### src/rtl/circle_scan_param.sv
// Grid scan for a circle: each candidate centre is tested with NRING rings of NPTS
// table-driven sample points. CIRCLE_EARLY_REJECT_EN stops a ring once it must fail.
module circle_scan_param #(
  parameter int unsigned CW      = 10,
  parameter int unsigned ORG_X   = 110,
  parameter int unsigned ORG_Y   = 110,
  parameter int unsigned STEP_SH = 2,
  parameter int unsigned GRID_W  = 95,
  parameter int unsigned GRID_H  = 56,
  parameter int unsigned NRING   = 3,
  parameter int unsigned NPTS    = 10,
  parameter int unsigned OW      = 6,
  parameter int unsigned CNTW    = 4,
  localparam int unsigned AW     = (NRING * NPTS > 1) ? $clog2(NRING * NPTS) : 1
) (
  input  logic                   clk,
  input  logic                   rst_n,
  input  logic                   start,
  input  logic [NRING*CNTW-1:0]  thr,
  output logic [AW-1:0]          ofs_addr,
  input  logic [OW-1:0]          ofs_x,
  input  logic [OW-1:0]          ofs_y,
  output logic                   pt_req,
  output logic [CW-1:0]          pt_x,
  output logic [CW-1:0]          pt_y,
  input  logic                   pt_ack,
  input  logic                   pt_pix,
  output logic                   busy,
  output logic                   done,
  output logic                   error,
  output logic [CW-1:0]          circle_x,
  output logic [CW-1:0]          circle_y
);

  localparam int unsigned GXW = (GRID_W > 1) ? $clog2(GRID_W) : 1;
  localparam int unsigned GYW = (GRID_H > 1) ? $clog2(GRID_H) : 1;
  localparam int unsigned RW  = (NRING > 1) ? $clog2(NRING) : 1;
  localparam int unsigned PW  = (NPTS > 1) ? $clog2(NPTS) : 1;

  typedef enum logic [2:0] {
    IDLE, ADDR, WAIT, REQ, EVAL, NEXT, DONE, ERR
  } state_t;

  state_t          state;
  logic [GXW-1:0]  gx;
  logic [GYW-1:0]  gy;
  logic [RW-1:0]   ring;
  logic [PW-1:0]   point;
  logic [CNTW-1:0] hits;

  logic [CNTW-1:0] thr_cur;
  logic [CNTW-1:0] hits_nxt;
  logic [CW-1:0]   base_x;
  logic [CW-1:0]   base_y;
  logic            ring_pass;
  logic            last_pt;
  logic            last_ring;
  logic            last_pos;
  logic            reject;

  function automatic logic [AW-1:0] addr_of(input int unsigned r, input int unsigned p);
    return AW'(r * NPTS + p);
  endfunction

  assign thr_cur   = thr[int'(ring) * CNTW +: CNTW];
  assign hits_nxt  = hits + CNTW'(pt_pix);
  assign base_x    = CW'(ORG_X + (32'(gx) << STEP_SH));
  assign base_y    = CW'(ORG_Y + (32'(gy) << STEP_SH));
  assign ring_pass = (ring == '0) ? (hits >= thr_cur) : (hits <= thr_cur);
  assign last_pt   = (point == PW'(NPTS - 1));
  assign last_ring = (ring == RW'(NRING - 1));
  assign last_pos  = (gx == GXW'(GRID_W - 1)) && (gy == GYW'(GRID_H - 1));

`ifdef CIRCLE_EARLY_REJECT_EN
  // Ring 0 can no longer reach its minimum, or an outer ring already exceeds its maximum
  always_comb begin
    reject = 1'b0;
    if (ring == '0)
      reject = (int'(hits_nxt) + int'(NPTS - 1) - int'(point)) < int'(thr_cur);
    else
      reject = hits_nxt > thr_cur;
  end
`else
  assign reject = 1'b0;
`endif

  always_ff @(posedge clk or negedge rst_n) begin
    if (!rst_n) begin
      state    <= IDLE;
      gx       <= '0;
      gy       <= '0;
      ring     <= '0;
      point    <= '0;
      hits     <= '0;
      ofs_addr <= '0;
      pt_req   <= 1'b0;
      pt_x     <= '0;
      pt_y     <= '0;
      busy     <= 1'b0;
      done     <= 1'b0;
      error    <= 1'b0;
      circle_x <= '0;
      circle_y <= '0;
    end else begin
      done  <= 1'b0;
      error <= 1'b0;
      case (state)
        IDLE: if (start) begin
          gx       <= '0;
          gy       <= '0;
          ring     <= '0;
          point    <= '0;
          hits     <= '0;
          ofs_addr <= '0;
          busy     <= 1'b1;
          state    <= ADDR;
        end
        ADDR: state <= WAIT;
        WAIT: begin
          pt_x   <= base_x + CW'(ofs_x);
          pt_y   <= base_y + CW'(ofs_y);
          pt_req <= 1'b1;
          state  <= REQ;
        end
        REQ: if (pt_ack) begin
          pt_req <= 1'b0;
          hits   <= hits_nxt;
          if (last_pt || reject) begin
            state <= EVAL;
          end else begin
            point    <= point + PW'(1);
            ofs_addr <= addr_of(32'(ring), 32'(point) + 1);
            state    <= ADDR;
          end
        end
        EVAL: begin
          if (!ring_pass) begin
            state <= NEXT;
          end else if (last_ring) begin
            state <= DONE;
          end else begin
            ring     <= ring + RW'(1);
            point    <= '0;
            hits     <= '0;
            ofs_addr <= addr_of(32'(ring) + 1, 0);
            state    <= ADDR;
          end
        end
        NEXT: begin
          ring     <= '0;
          point    <= '0;
          hits     <= '0;
          ofs_addr <= '0;
          if (last_pos) begin
            state <= ERR;
          end else begin
            if (gx == GXW'(GRID_W - 1)) begin
              gx <= '0;
              gy <= gy + GYW'(1);
            end else begin
              gx <= gx + GXW'(1);
            end
            state <= ADDR;
          end
        end
        DONE: begin
          circle_x <= base_x;
          circle_y <= base_y;
          done     <= 1'b1;
          busy     <= 1'b0;
          state    <= IDLE;
        end
        ERR: begin
          error <= 1'b1;
          busy  <= 1'b0;
          state <= IDLE;
        end
        default: state <= IDLE;
      endcase
    end
  end

endmodule

### config.mk
export PLATFORM = sky130hd
export DESIGN_NAME = circle_scan_param
export DESIGN_NICKNAME = d
export VERILOG_FILES = /design/src/rtl/circle_scan_param.sv
export SDC_FILE = /design/constraint.sdc
export NUM_CORES = 1
export LEC_CHECK = 0
export CORE_MARGIN = 2
export CORE_UTILIZATION = 40
export DETAILED_ROUTE_END_ITERATION = 12
export PLACE_DENSITY = 0.65
export SKIP_CTS_REPAIR_TIMING = 1
export SLEW_MARGIN = 20
export SYNTH_ARGS = -nofsm -noshare
export SYNTH_HDL_FRONTEND = slang
export SYNTH_SLANG_ARGS = --single-unit
export TNS_END_PERCENT = 5
### constraint.sdc
create_clock -name clk -period 8.1 [get_ports clk]
set_input_delay 2.025 -clock clk [delete_from_list [all_inputs] [get_ports clk]]
set_output_delay 2.025 -clock clk [all_outputs]
set_load 0.03 [all_outputs]
==> flow_summary.json, run 1 <==
{
  "grt_usage_pct": 16.0,
  "path_max_fanout": 7,
  "place.gp.congestion": 0.804,
  "cts_tree": "built",
  "die_w_um": 105,
  "p_leak_nw": 2.27,
  "multi_input_area_sq_um": 2120,
  "vias": 3208,
  "synthesis.area_sq_um": 4070,
  "core.rowCount": 36,
  "finalWirelength_um": 8350,
  "cp.required_ps": 8320,
  "drc": 0,
  "slew_headroom_pct": 35.0,
  "period_needed_ps": 4250,
  "final_cell_mix": "73 x clkdlybuf4s50_1, 72 x nand2_1, 71 x dfrtp_1",
  "io_pins": 78,
  "timing.final.crit_share_pct": 52.5,
  "nFillCells": 947,
  "diodes": 0,
  "dp.final_hpwl_um": 6360,
  "wl_per_cell_um": 13.1,
  "dr.pass1.iters": 4,
  "rsz0062_at_grt": "no",
  "finalClockSkew_ps": 10.0,
  "numPortBuffers": 74,
  "overflow": 0,
  "cts.sinks": 71,
  "fin_total_pwr_w": 0.00163,
  "antenna_found_initial": 0,
  "ant_nets": 0,
  "syn_to_final_growth_pct": 25.4,
  "max_stage_delay_ps": 550,
  "setup_slack_ps": 3850,
  "arrival_ps": 4480,
  "setup_viol": 0,
  "yosysUniqueCellTypes": 55,
  "status": "complete, no violations",
  "fin_hold_ws_ps": 482,
  "regArea_sq_um": 1780,
  "start_util_pct": 41.4,
  "drv_slew": 0,
  "root_buffer": "clkbuf_8",
  "cp_slowest_cell": "or4_4",
  "fin_setup_tns_ps": 0,
  "setup.worst_path.class": "in -> reg",
  "clock_path_buffers": 2,
  "numCtsBuffers": 9,
  "synth_edf_count": 0,
  "htree_levels": 3,
  "via_per_inst": 5.04,
  "die_h_um": 105,
  "fin_nets": 558,
  "async_reset_ff_share_pct": 100,
  "clock_latency_ps": 350,
  "ys_seq_elements": 71,
  "clkTransAtPathRegs_ps": 90,
  "worstMarginPinSlew_ps": 972,
  "core_area_sq_um": 9820,
  "powerDensity_nw_per_um2": 319,
  "yosysWarnings": 0,
  "drtIter0Drc": 76,
  "grt_max_degree": 72,
  "hold_viol": 0,
  "ys.flop_type": "dfrtp_1",
  "timing.fmax_mhz": 235,
  "drive_gt1_share_pct": 5.56,
  "path_cells": "clkdlybuf4s50_1 > mux2i_1 > nor2_1 > a21oi_1 > ha_1 > nor2b_1 > o211ai_1 > a21boi_1 > or4_4 > nand3b_4 > mux2_1",
  "syn_area_per_cell_sq_um": 9.46,
  "start_kind": "input pin",
  "netlist_instances": 430,
  "grt_pass1_wl_um": 14700,
  "die_area_sq_um": 11000,
  "cap_violations": 0,
  "layout_commonest_cell": "clkdlybuf4s50_1",
  "cp-end-kind": "flip-flop",
  "grt_pass1_vias": 3183,
  "dp_slack_ps": 3470,
  "worstHoldPathType": "reg -> reg",
  "irDropWorstVdd_mv": 0.165,
  "synth-seq-area-share_pct": 43.7
}
[registers in the layout (all words and copies together) (netlist names), 2 cells and up]
| register | cells |
|---|---|
| pt_x | 10 |
| pt_y | 10 |
| circle_x | 9 |
| circle_y | 7 |
| gx | 7 |
| gy | 6 |
| ofs_addr | 5 |
| hits | 4 |
| point | 4 |
| state | 3 |
| ring | 2 |
[power by group]
part | switching (W) | internal, W | total (W) | leakage (nW)
registers | 0.000102 | 0.000462 | 0.000563 | 0.932
logic | 0.000424 | 0.000321 | 0.000745 | 1.23
clock network | 0.000144 | 0.000176 | 0.000320 | 0.104
[synthesized netlist by cell type, types with 2 or more instances]
cell type	instances	area, sq um
nor2_1	21	78.8
o31ai_1	2	15.0
nand3_1	5	25.0
o21ai_0	47	235
a21o_1	11	82.6
a31oi_1	7	43.8
nand2b_1	4	25.0
buf_2	4	20.0
mux2_1	4	45.0
o21bai_1	4	30.0
fa_1	3	60.1
and3_1	2	12.5
nand3b_1	3	22.5
a211oi_1	3	22.5
a21oi_1	22	110
inv_1	20	75.1
nand2_1	72	270
nand4_1	4	25.0
ha_1	27	338
xor2_1	7	61.3
clkbuf_1	7	26.3
o311ai_0	2	17.5
or3_1	4	25.0
nor3_1	7	35.0
dfrtp_1	71	1780
mux2i_1	6	60.1
xnor2_1	21	184
mux2_2	3	33.8
buf_4	6	45.0
nor2b_1	6	37.5
[per-layer routing]
layer | vias up | GRT usage, % | routed length (um)
met4 | 0 | 3.43 | 61
li1 | 1614 | - | -
met3 | 4 | 3.93 | 430
met1 | 1513 | 21.5 | 3990
met2 | 77 | 26.4 | 3880
met5 | - | 0 | 0
[worst max-delay path: cells and delay by family]
kind	cells	cell delay, ps
and+or+nand+nor	4	900
muxes	2	460
AOI/OAI and AO/OA	3	450
buffers and inverters	1	400
adders and majority gates	1	250
[through the flow]
stage	util, %	cells	area (sq um)
4_1_cts	51.9	637	5100
2_1_floorplan	-	432	4070
3_5_place_dp	49.7	621	4880
5_1_grt	51.9	637	5100
6_report	51.9	637	5100
3_3_place_gp	49.7	621	4880
[area by class of cell]
class | count | share of cell area (%)
clock buffer | 10 | 2.50
clock inverter | 6 | 1.82
inverter | 20 | 1.47
multi-input combinational | 322 | 41.5
sequential | 71 | 34.9
tap | 133 | 3.26
timing repair buffer | 75 | 14.6
[cell families (layout without fill, tap and decap cells)]
kind of cell / after synthesis / after routing / synth area share (%)
DFF: 71 / 71 / 43.7
other: 1 / 3 / 0.0922
adders and majority gates: 30 / 30 / 9.78
buffers and inverters: 39 / 111 / 4.46
and+or+nand+nor: 141 / 141 / 16.8
xor gates and xnor gates: 28 / 28 / 6.03
AOI/OAI and AO/OA: 107 / 107 / 15.7
muxes: 13 / 13 / 3.42
[worst paths after layout]
| kind | start | endpoint | slack, ps | depth (start not counted) |
|---|---|---|---|---|
| max in group asynchronous | rst_n | ofs_addr[2] | 5640 | 2 |
| min reg2reg | circle_x[3] | circle_x[3] | 480 | 2 |
| max | thr[9] | ofs_addr[4] | 3850 | 11 |
| min in group asynchronous | rst_n | pt_y[9] | 1870 | 2 |
| max reg2reg | ring[0] | ofs_addr[4] | 5170 | 10 |
| min | circle_x[3] | circle_x[3] | 480 | 2 |
Power figures use the tool's default switching activity.
==> run 2, diff against run 1 <==
--- a/config.mk
+++ b/config.mk
@@ -8,7 +8,7 @@
 export CORE_MARGIN = 2
 export CORE_UTILIZATION = 40
 export DETAILED_ROUTE_END_ITERATION = 12
-export PLACE_DENSITY = 0.65
+export PLACE_DENSITY = 0.68
 export SKIP_CTS_REPAIR_TIMING = 1
 export SLEW_MARGIN = 20
 export SYNTH_ARGS = -nofsm -noshare
==> constraint.sdc (replaced) <==
create_clock -name clk -period 3.5 [get_ports clk]
set_input_delay 0.875 -clock clk [delete_from_list [all_inputs] [get_ports clk]]
set_output_delay 0.875 -clock clk [all_outputs]
set_load 0.03 [all_outputs]
==> run 2 against run 1 <==
  * Clock-buffer cell count unchanged
  * Sequential cell count unchanged
  * Total power increased by 130%
  * First-iteration DRC count increased by 53%
  * Worst setup slack got worse by 3400 ps
  * Critical path type unchanged
==> flow_summary.json, run 2 (synthesis results as in run 1) <==
{
  "cts.sinks": 71,
  "layout_commonest_cell": "clkdlybuf4s50_1",
  "die_area_sq_um": 11000,
  "grt_usage_pct": 16.6,
  "power_frac_clock_pct": 17.4,
  "place.gp.congestion": 0.805,
  "postPlaceCellArea_sq_um": 4920,
  "wl_per_cell_um": 13.4,
  "fin_setup_tns_ps": 0,
  "p_leak_nw": 2.27,
  "instances_no_fill": 640,
  "powerDensity_nw_per_um2": 724,
  "period_needed_ps": 3080,
  "cap_violations": 0,
  "io_pins": 78,
  "grt_pass1_wl_um": 15000,
  "fin_nets": 562,
  "root_buffer": "clkbuf_8",
  "fin_area_sq_um": 5110,
  "slew_headroom_pct": 34.7,
  "htree_levels": 3,
  "start_util_pct": 41.4,
  "pwr-share-comb_pct": 47.3,
  "p_sw_share_pct": 41.9,
  "dp.final_hpwl_um": 6670,
  "setup_slack_ps": 421,
  "nFillCells": 918,
  "rsz0062_at_grt": "no",
  "hold_viol": 0,
  "arrival_ps": 3300,
  "grt_max_degree": 39,
  "final_cell_mix": "73 x clkdlybuf4s50_1, 72 x nand2_1, 71 x dfrtp_1",
  "drc": 0,
  "worstHoldPathType": "reg -> reg",
  "numPlacedInstances": 625,
  "reg.largest.list": "pt_x: 10 flops, pt_y: 10 flops, circle_x: 9 flops",
  "vias": 3224,
  "clkTransAtPathRegs_ps": 80,
  "pwr-share-seq_pct": 35.3,
  "die_w_um": 105,
  "dp_slack_ps": 34.4,
  "worstMarginPinSlew_ps": 979,
  "setup_viol": 0,
  "path_max_fanout": 7,
  "start_kind": "input pin",
  "numCtsBuffers": 9,
  "finalWirelength_um": 8590,
  "drtIter0Drc": 116,
  "drv_slew": 0,
  "max_stage_delay_ps": 550,
  "dr.pass1.iters": 7,
  "cp_slowest_cell": "or4_4",
  "syn_to_final_growth_pct": 25.6,
  "fin_hold_ws_ps": 476,
  "finalClockSkew_ps": 3.73,
  "die_h_um": 105,
  "antenna_found_initial": 0,
  "timing.final.crit_share_pct": 88.0,
  "switchingPower_w": 0.00155,
  "cp.required_ps": 3720,
  "core.rowCount": 36,
  "timing.fmax_mhz": 325,
  "clock_latency_ps": 330,
  "via_per_inst": 5.04,
  "status": "complete, no violations",
  "numPortBuffers": 74,
  "path_cells": "clkdlybuf4s50_1 > mux2i_1 > nor2_1 > a21oi_1 > ha_1 > nor2b_1 > o211ai_1 > a21boi_1 > or4_4 > nand3b_4 > mux2_1",
  "diodes": 0,
  "clock_path_buffers": 2,
  "grt_pass1_vias": 3243,
  "overflow": 0,
  "drive_gt1_share_pct": 6.11,
  "core_area_sq_um": 9820,
  "ant_nets": 0,
  "internal_power_w": 0.00215,
  "setup.worst_path.class": "in -> reg",
  "cts_tree": "built",
  "cp-end-kind": "flip-flop",
  "irDropWorstVdd_mv": 0.336
}
[run 2: changes by cell type in the layout (fill, tap and decap cells not counted), sizes merged]
cell | before | now
buf | 2 | 6
bufinv | 2 | 1
clkinv | 0 | 1
inv | 22 | 21
[run 2: critical path: cells and delay by family]
kind	cells	cell delay, ps
AND/OR/NAND/NOR	4	880
multiplexers	2	450
AO/OA/AOI/OAI	3	430
buffers and inverters	1	400
adder cells (fa/ha/maj)	1	260
[run 2: stage by stage]
stage          power, W  utilization [%]
2_1_floorplan   0.00246                -
3_3_place_gp    0.00303             50.1
3_5_place_dp    0.00309             50.1
4_1_cts         0.00374             52.0
5_1_grt         0.00397             52.0
6_report        0.00370             52.0
[run 2: power by group through the flow]
stage,combinational (W),clock (W),sequential (W)
floorplan,0.000882,0,0.00158
global placement,0.00172,0,0.00131
detailed placement,0.00176,0,0.00132
CTS,0.00177,0.000663,0.00131
global route,0.00193,0.000694,0.00135
finish,0.00175,0.000644,0.00130
[run 2: final cells by class]
class | count | area (sq um) | share of cell area, %
flip-flops and latches | 71 | 1780 | 34.8
well taps | 133 | 166 | 3.26
inverters | 20 | 75.1 | 1.47
multi-input cells | 322 | 2120 | 41.4
clock buffers | 10 | 128 | 2.50
repair buffers | 79 | 786 | 15.4
clock inverters | 5 | 58.8 | 1.15
[run 2: worst paths after layout]
kind                       startpoint          end  slack, ps  depth (start not counted)
max reg2reg                   ring[1]  ofs_addr[3]        690                         10
min in group asynchronous       rst_n      pt_y[7]        620                          1
max                            thr[1]  ofs_addr[3]        420                         11
min reg2reg                   pt_x[2]      pt_x[2]        480                          2
max in group asynchronous       rst_n  circle_x[1]       2210                          2
min                           pt_x[2]      pt_x[2]        480                          2
[run 2: routing by layer]
| layer | vias to the layer above | GRT usage [%] | part of all wire [%] |
|---|---|---|---|
| li1 | 1623 | - | - |
| met1 | 1495 | 22.4 | 48 |
| met2 | 96 | 27.4 | 46 |
| met3 | 10 | 3.43 | 4.6 |
| met4 | 0 | 4.29 | 1.2 |
| met5 | - | 0 | 0 |
